===== config.mk =====
export PLATFORM = sky130hd
export DESIGN_NAME = slow_fast_capture_sync
export DESIGN_NICKNAME = d
export VERILOG_FILES = /design/src/rtl/slow_fast_capture_sync.sv
export SDC_FILE = /design/constraint.sdc
export NUM_CORES = 1
export LEC_CHECK = 0
export BUFFER_PORTS_ARGS = -buffer_cell sky130_fd_sc_hd__clkbuf_2
export CORE_MARGIN = 2
export CORE_UTILIZATION = 40
export CTS_CLUSTER_DIAMETER = 50
export DETAILED_ROUTE_END_ITERATION = 10
export GPL_TIMING_DRIVEN = 1
export SLEW_MARGIN = 30
export SYNTH_ARGS = -nofsm -noshare
export SYNTH_HDL_FRONTEND = slang
export SYNTH_SLANG_ARGS = --single-unit

===== constraint.sdc =====
create_clock -name clk -period 1.97 [get_ports clk]
set_input_delay 0 -clock clk [delete_from_list [all_inputs] [get_ports clk]]
set_output_delay 0 -clock clk [all_outputs]
set_load 0.03 [all_outputs]

===== src/rtl/slow_fast_capture_sync.sv =====
// Multi-channel toggle-handshake capture from a slow/asynchronous source into
// the clk domain. Each channel synchronizes its request toggle, detects level
// changes, captures the held source word, returns an acknowledge toggle and
// keeps a capture counter plus an idle (stale) indicator.
module slow_fast_capture_sync #(
  parameter int WIDTH        = 12,
  parameter int CHANNELS     = 2,
  parameter int STAGES       = 2,
  parameter int STALE_CYCLES = 1024
) (
  input  logic                      clk,
  input  logic                      reset,
  input  logic [CHANNELS-1:0]       src_toggle,
  input  logic [CHANNELS*WIDTH-1:0] src_data,
  output logic [CHANNELS-1:0]       dst_ack,
  output logic [CHANNELS*WIDTH-1:0] data_out,
  output logic [CHANNELS-1:0]       data_valid,
  output logic [CHANNELS-1:0]       data_stale,
  output logic [CHANNELS*8-1:0]     update_count
);

  // Blanking lasts long enough for a level present at reset release to reach
  // the last sync stage and be copied into prev before detection is enabled.
  localparam int BLANK_CYCLES = STAGES + 1;
  localparam int BLANK_W      = $clog2(BLANK_CYCLES + 1);
  localparam int STALE_W      = $clog2(STALE_CYCLES + 1);

  logic [BLANK_W-1:0] blank_cnt_reg;
  logic [BLANK_W-1:0] blank_cnt_next;
  logic               blanking;
  logic               blank_last;

  assign blanking   = (blank_cnt_reg != BLANK_W'(BLANK_CYCLES));
  assign blank_last = (blank_cnt_reg == BLANK_W'(BLANK_CYCLES - 1));

  // Advance the post-reset blanking counter until it parks at its terminal value
  always_comb begin
    blank_cnt_next = blank_cnt_reg;
    if (blanking) begin
      blank_cnt_next = blank_cnt_reg + BLANK_W'(1);
    end
  end

  // Blanking counter register
  always_ff @(posedge clk) begin
    if (reset) begin
      blank_cnt_reg <= '0;
    end else begin
      blank_cnt_reg <= blank_cnt_next;
    end
  end

  genvar gi;
  generate
    for (gi = 0; gi < CHANNELS; gi = gi + 1) begin : g_ch
      logic [STAGES-1:0]  sync_reg;
      logic               prev_reg;
      logic               ack_reg;
      logic               valid_reg;
      logic [WIDTH-1:0]   data_reg;
      logic [7:0]         count_reg;
      logic [STALE_W-1:0] stale_cnt_reg;
      logic [STALE_W-1:0] stale_cnt_next;
      logic               sync_last;
      logic               capture;

      assign sync_last = sync_reg[STAGES-1];
      // Suppressing a capture right after another keeps data_valid a
      // single-cycle pulse even if the source toggles faster than allowed.
      assign capture   = ~blanking & (sync_last ^ prev_reg) & ~valid_reg;

      // Synchronizer chain and edge-detect history; prev follows even while blanking
      always_ff @(posedge clk) begin
        if (reset) begin
          sync_reg <= '0;
          prev_reg <= 1'b0;
        end else begin
          sync_reg <= {sync_reg[STAGES-2:0], src_toggle[gi]};
          prev_reg <= sync_last;
        end
      end

      // Capture the source word, pulse valid, count, and return the acknowledge
      always_ff @(posedge clk) begin
        if (reset) begin
          valid_reg <= 1'b0;
          data_reg  <= '0;
          ack_reg   <= 1'b0;
          count_reg <= '0;
        end else begin
          valid_reg <= capture;
          if (capture) begin
            data_reg  <= src_data[gi*WIDTH +: WIDTH];
            ack_reg   <= sync_last;
            count_reg <= count_reg + 8'd1;
          end else if (blank_last) begin
            // Adopt whatever level the source left behind without capturing
            ack_reg <= sync_last;
          end
        end
      end

      // Idle counter: restart on capture, hold during blanking, saturate at the limit
      always_comb begin
        stale_cnt_next = stale_cnt_reg;
        if (capture) begin
          stale_cnt_next = '0;
        end else if (!blanking && (stale_cnt_reg != STALE_W'(STALE_CYCLES))) begin
          stale_cnt_next = stale_cnt_reg + STALE_W'(1);
        end
      end

      // Idle counter register
      always_ff @(posedge clk) begin
        if (reset) begin
          stale_cnt_reg <= '0;
        end else begin
          stale_cnt_reg <= stale_cnt_next;
        end
      end

      assign dst_ack[gi]                 = ack_reg;
      assign data_out[gi*WIDTH +: WIDTH] = data_reg;
      assign data_valid[gi]              = valid_reg;
      assign data_stale[gi]              = (stale_cnt_reg == STALE_W'(STALE_CYCLES));
      assign update_count[gi*8 +: 8]     = count_reg;
    end
  endgenerate

endmodule


== Yosys cells after proc, flatten, opt, wreduce, memory -nomap -nowiden ==
Cells that the tools add are included.

* Multiplexer cells: 4
* $add $sub $neg: 5
* Reductions and logical operators: 7
* Bitwise logic cells: 9
* Equality and inequality tests: 6

{| class="wikitable"
|+ Operators with widths
! kind !! count
|-
| adder 11 x 1 -> 11 bit (second input constant) || 2
|-
| equality test 11 bit (second input constant) || 2
|-
| inequality test 11 bit (second input constant) || 2
|-
| adder 8 x 1 -> 8 bit (second input constant) || 2
|-
| bitwise AND 1 bit || 4
|-
| two-way mux 1 bit || 4
|-
| nonzero test 2 bit || 2
|-
| OR reduction 2 bit || 2
|-
| NOT 1 bit || 3
|-
| adder 2 x 1 -> 2 bit (second input constant) || 1
|-
| equality test 2 bit (second input constant) || 1
|-
| logical AND 1 bit || 2
|-
| inequality test 2 bit (second input constant) || 1
|-
| bitwise XOR 1 bit || 2
|-
| logical NOT 1 bit || 1
|}

* Register bits: 74
* Output and inout bits: 46
* Bits of input ports: 28
* Logic and storage cells: 46

== Longest topological paths before layout ==
* Depth in word-level cells: 5
* Gate-level depth with buffers: 9
* Mapped depth without buffers: 5

== Worst setup path after synthesis ==
No wires, ideal clock.

* Path type: register -> register
* From: reg blank_cnt_reg[0]
* To: reg g_ch[1].count_reg[5]
* Setup slack: 247 ps
* Required time: 1900 ps
* Period minus slack after synthesis: 1723 ps
* Buffers on the path: 2
* Arrival time: 1652 ps
* Cell stages (with the launch flop): 8
* Cell sequence: dfxtp_1 -> ha_1 -> clkbuf_2 -> and2b_1 -> nand2_2 -> buf_6 -> or4_1 -> a21oi_1

* Word-level cells in the longest chain between the ends: 4

{| class="wikitable"
|+ RTL lines
! item !! line !! source
|-
| start: declaration || 28 || <nowiki>logic [BLANK_W-1:0] blank_cnt_reg;</nowiki>
|-
| start signal: assignment || 49 || <nowiki>blank_cnt_reg <= blank_cnt_next;</nowiki>
|-
| inequality test 2 bit || 33 || <nowiki>assign blanking = (blank_cnt_reg != BLANK_W'(BLANK_CYCLES));</nowiki>
|-
| NOT 1 bit || 70 || <nowiki>assign capture = ~blanking & (sync_last ^ prev_reg) & ~valid_reg;</nowiki>
|-
| bitwise AND 1 bit (2 in series) || 70 ||
|-
| end signal: assignment || 95 || <nowiki>count_reg <= count_reg + 8'd1;</nowiki>
|-
| end: declaration || 61 || <nowiki>logic [7:0] count_reg;</nowiki>
|}

No other way between the ends.
A chain may end at the register's enable or synchronous reset.

== Worst setup path in the final report ==
* From: reg blank_cnt_reg[0]
* To: reg g_ch[1].count_reg[7]

The elaborated chain is that of the path after synthesis.

==> flow_metrics.py <==
metrics = {
    "detailed_routing": {
        "route.antenna.remaining_nets": 0,
        "routed_via_density": 4.73,
        "detailedRoute.firstPassIterationCount": 4,
        "drt-total-wl_mm": 6.62,
        "route.detailed.wl_per_inst_um": 11.9,
        "drtIter0Drc": 92,
        "number_of_vias_in_the_routed_layout": 2628,
        "remaining_drc_errors": 0,
    },
    "floorplanning": {
        "die_height_um": 91.2,
        "start_util_pct": 41.7,
        "placementRows": 31,
        "die-area_um2": 8310,
        "placeableCoreArea_um2": 7290,
        "top_level_ports": 74,
        "die_x_um": 91.2,
    },
    "finish": {
        "largest_reg_flops": 24,
        "final_net_count": 488,
        "area_growth_syn_to_layout_pct": 29.8,
        "postLayoutCoreUtil_pct": 54.1,
        "diodes": 0,
        "drive_gt1_share_pct": 21.7,
        "design_area_um2": 3950,
        "final_cell_count_no_fill": 556,
        "nFillCells": 741,
    },
    "yosys": {
        "number_of_synthesized_flops_with_an_enable_pin": 0,
        "netlist-cell-type-count": 34,
        "yosysSeqAreaShare_pct": 48.7,
        "commonest_register_cell_after_synthesis": "sky130_fd_sc_hd__dfxtp_1",
        "synthesis.area_um2": 3040,
        "synth_fp_nets": 391,
        "synth_cells": 355,
        "synth-async-reset-ratio_pct": 0,
        "mean_post_synth_cell_area_um2": 8.56,
        "ys.warnings.count": 0,
        "ys_seq_elements": 74,
    },
    "timing": {
        "timing.final.hold_violations": 0,
        "fin_crit_sh_pct": 86.4,
        "pin_slew_with_the_least_headroom_to_its_limit_ps": 445,
        "setup_total_negative_slack_ps": 0,
        "report.final.slew_viol_count": 0,
        "max_clock_freq_mhz": 587,
        "worst_clock_skew_ps": 10.1,
        "holdWs_ps": 168,
        "rsz0062_at_grt": "false",
        "finalSetupViolations": 0,
        "post-route-min-period_ps": 1700,
        "finalWorstSetupSlack_ps": 267,
        "relSlewSlack_pct": 70.3,
    },
    "run_status": {
        "outcome": "completed",
    },
    "placement": {
        "dp_worst_setup_slack_ps": 271,
        "detailed_place_hpwl_mm": 4.55,
        "weighted_congestion_reported_at_the_end_of_routability_driven_placement": 0.786,
        "place.detailed.instances": 514,
        "io_buffers": 73,
        "dpl_cell_area_um2": 3480,
    },
    "clocking": {
        "cts_sinks": 74,
        "cts_buf_count": 9,
        "clock_latency_ps": 340,
        "clock_tree_from_tritoncts": "yes",
        "htree_num_levels": 3,
        "max-clock-path-buffers": 2,
        "root_buffer": "sky130_fd_sc_hd__clkbuf_8",
        "cts.clk_slew.worst_paths_ps": 80,
    },
    "grt": {
        "first_global_vias": 2477,
        "largest_net_degree_at_the_start_of_global_routing": 27,
        "globalRouteTotalUtil_pct": 16.8,
        "wire_length_of_the_first_global_routing_pass_mm": 11.4,
        "grt.overflow.total": 0,
        "antenna_violations_before_repair": 0,
    },
    "pwr": {
        "worst_ir_drop_vdd_uv": 472,
        "finalPower_mw": 3.00,
        "power.density_nw_per_um2": 759,
        "p_leak_nw": 1.58,
    },
    "worst_setup_path": {
        "crit_fanout": 6,
        "worstPathCellList": "ha_1 -> and2b_1 -> nand2_2 -> or4_1 -> a21oi_1",
        "crit_path_max_incr_delay_ps": 530,
        "r2r_setup_slk_ps": 270,
        "data_arrival_time_of_the_critical_path_ps": 1980,
        "crit_path_end_kind": "register",
        "startpoint_type": "register",
        "critPathKind": "register to register",
        "critPathRequiredTime_ps": 2250,
        "critical-path-slowest-cell": "sky130_fd_sc_hd__or4_1",
    },
    "worst_hold_path": {
        "hp-class": "input pin to register",
    },
    "run": {
        "timing.max_cap.violations": 0,
    },
}
cells in the final DEF (no fill, tap or decap), types with 3 or more instances in the layout:
master	count
sky130_fd_sc_hd__nor2_1	41
sky130_fd_sc_hd__nand4_1	18
sky130_fd_sc_hd__dfxtp_1	74
sky130_fd_sc_hd__nor2b_1	7
sky130_fd_sc_hd__clkbuf_2	73
sky130_fd_sc_hd__nor3_1	3
sky130_fd_sc_hd__nor4_1	3
sky130_fd_sc_hd__dlygate4sd3_1	26
sky130_fd_sc_hd__or3_1	3
sky130_fd_sc_hd__xor2_1	16
sky130_fd_sc_hd__ha_1	8
sky130_fd_sc_hd__and3_1	3
sky130_fd_sc_hd__and2_1	5
sky130_fd_sc_hd__xnor2_1	15
sky130_fd_sc_hd__o21ai_0	4
sky130_fd_sc_hd__clkbuf_8	10
sky130_fd_sc_hd__nand2_1	67
sky130_fd_sc_hd__and4_1	4
sky130_fd_sc_hd__a21oi_1	35
sky130_fd_sc_hd__inv_1	8
sky130_fd_sc_hd__buf_4	9
per-layer routing:
layer	vias to the layer above	track usage, %	part of all wire (%)
met3	4	5.39	4.8
li1	1368	-	-
met1	1205	21.2	47
met2	51	27.6	48
met5	-	0	0
met4	0	4.92	0.63
report_power, final:
part	internal, mW	leakage, nW	switching [mW]
clock	0.627	0.0962	0.567
sequential	1.52	0.598	0.0236
combinational	0.119	0.889	0.137
path summary, 6_finish.rpt:
check | startpoint | to | depth (start not counted)
worst max-delay path | blank_cnt_reg[0] | g_ch[1].count_reg[7] | 5
worst min register to register | g_ch[1].sync_reg[0] | g_ch[1].sync_reg[1] | 1
worst min-delay path | reset | g_ch[1].count_reg[0] | 3
worst max register to register | blank_cnt_reg[0] | g_ch[1].count_reg[7] | 5
final cells by class:
| class | count | area (um2) | area share [%] |
|---|---|---|---|
| flip-flops and latches | 74 | 1480 | 37.5 |
| multi-input cells | 251 | 1420 | 35.8 |
| repair buffers | 108 | 693 | 17.6 |
| clock buffers | 11 | 141 | 3.58 |
| well taps | 99 | 124 | 3.14 |
| clock inverters | 5 | 62.6 | 1.58 |
| inverters | 8 | 30.0 | 0.761 |
timing repair:
action | CTS | global route
hold buffers | 26 | 0
buffers inserted | 0 | 0
resized for setup | 0 | 0
endpoints found under the hold margin | 26 | 0
cells in the mapped netlist (3+ instances only):
| cell type | n | share of area, % |
|---|---|---|
| sky130_fd_sc_hd__nand2_1 | 67 | 8.3 |
| sky130_fd_sc_hd__inv_1 | 8 | 0.99 |
| sky130_fd_sc_hd__and4_1 | 4 | 1.2 |
| sky130_fd_sc_hd__xnor2_1 | 15 | 4.3 |
| sky130_fd_sc_hd__buf_4 | 5 | 1.2 |
| sky130_fd_sc_hd__a21oi_1 | 35 | 5.8 |
| sky130_fd_sc_hd__nor3_1 | 3 | 0.49 |
| sky130_fd_sc_hd__clkbuf_1 | 12 | 1.5 |
| sky130_fd_sc_hd__ha_1 | 8 | 3.3 |
| sky130_fd_sc_hd__and2_1 | 5 | 1.0 |
| sky130_fd_sc_hd__nor2b_1 | 7 | 1.4 |
| sky130_fd_sc_hd__dfxtp_1 | 74 | 49 |
| sky130_fd_sc_hd__xor2_1 | 16 | 4.6 |
| sky130_fd_sc_hd__nor2_1 | 41 | 5.1 |
| sky130_fd_sc_hd__or3_1 | 3 | 0.62 |
| sky130_fd_sc_hd__nor4_1 | 3 | 0.62 |
| sky130_fd_sc_hd__and3_1 | 3 | 0.62 |
| sky130_fd_sc_hd__nand4_1 | 18 | 3.7 |
| sky130_fd_sc_hd__o21ai_0 | 4 | 0.66 |
cells by family after synthesis:
kind of cell	count (synthesis)	share of synthesized area, %
AO/OA/AOI/OAI	43	7.49
XOR/XNOR	32	9.47
adder cells (fa/ha/maj)	8	3.29
buffers and inverters	30	4.73
flip-flops	74	48.7
multiplexers	1	0.329
AND/OR/NAND/NOR	167	26.0
critical path: cells and delay by family (launching register included):
family                     cells  cell delay [ps]
AOI/OAI and AO/OA              1              150
adders and majority gates      1              240
DFF                            1              370
and+or+nand+nor                3              900
Power figures use the tool's default switching activity.
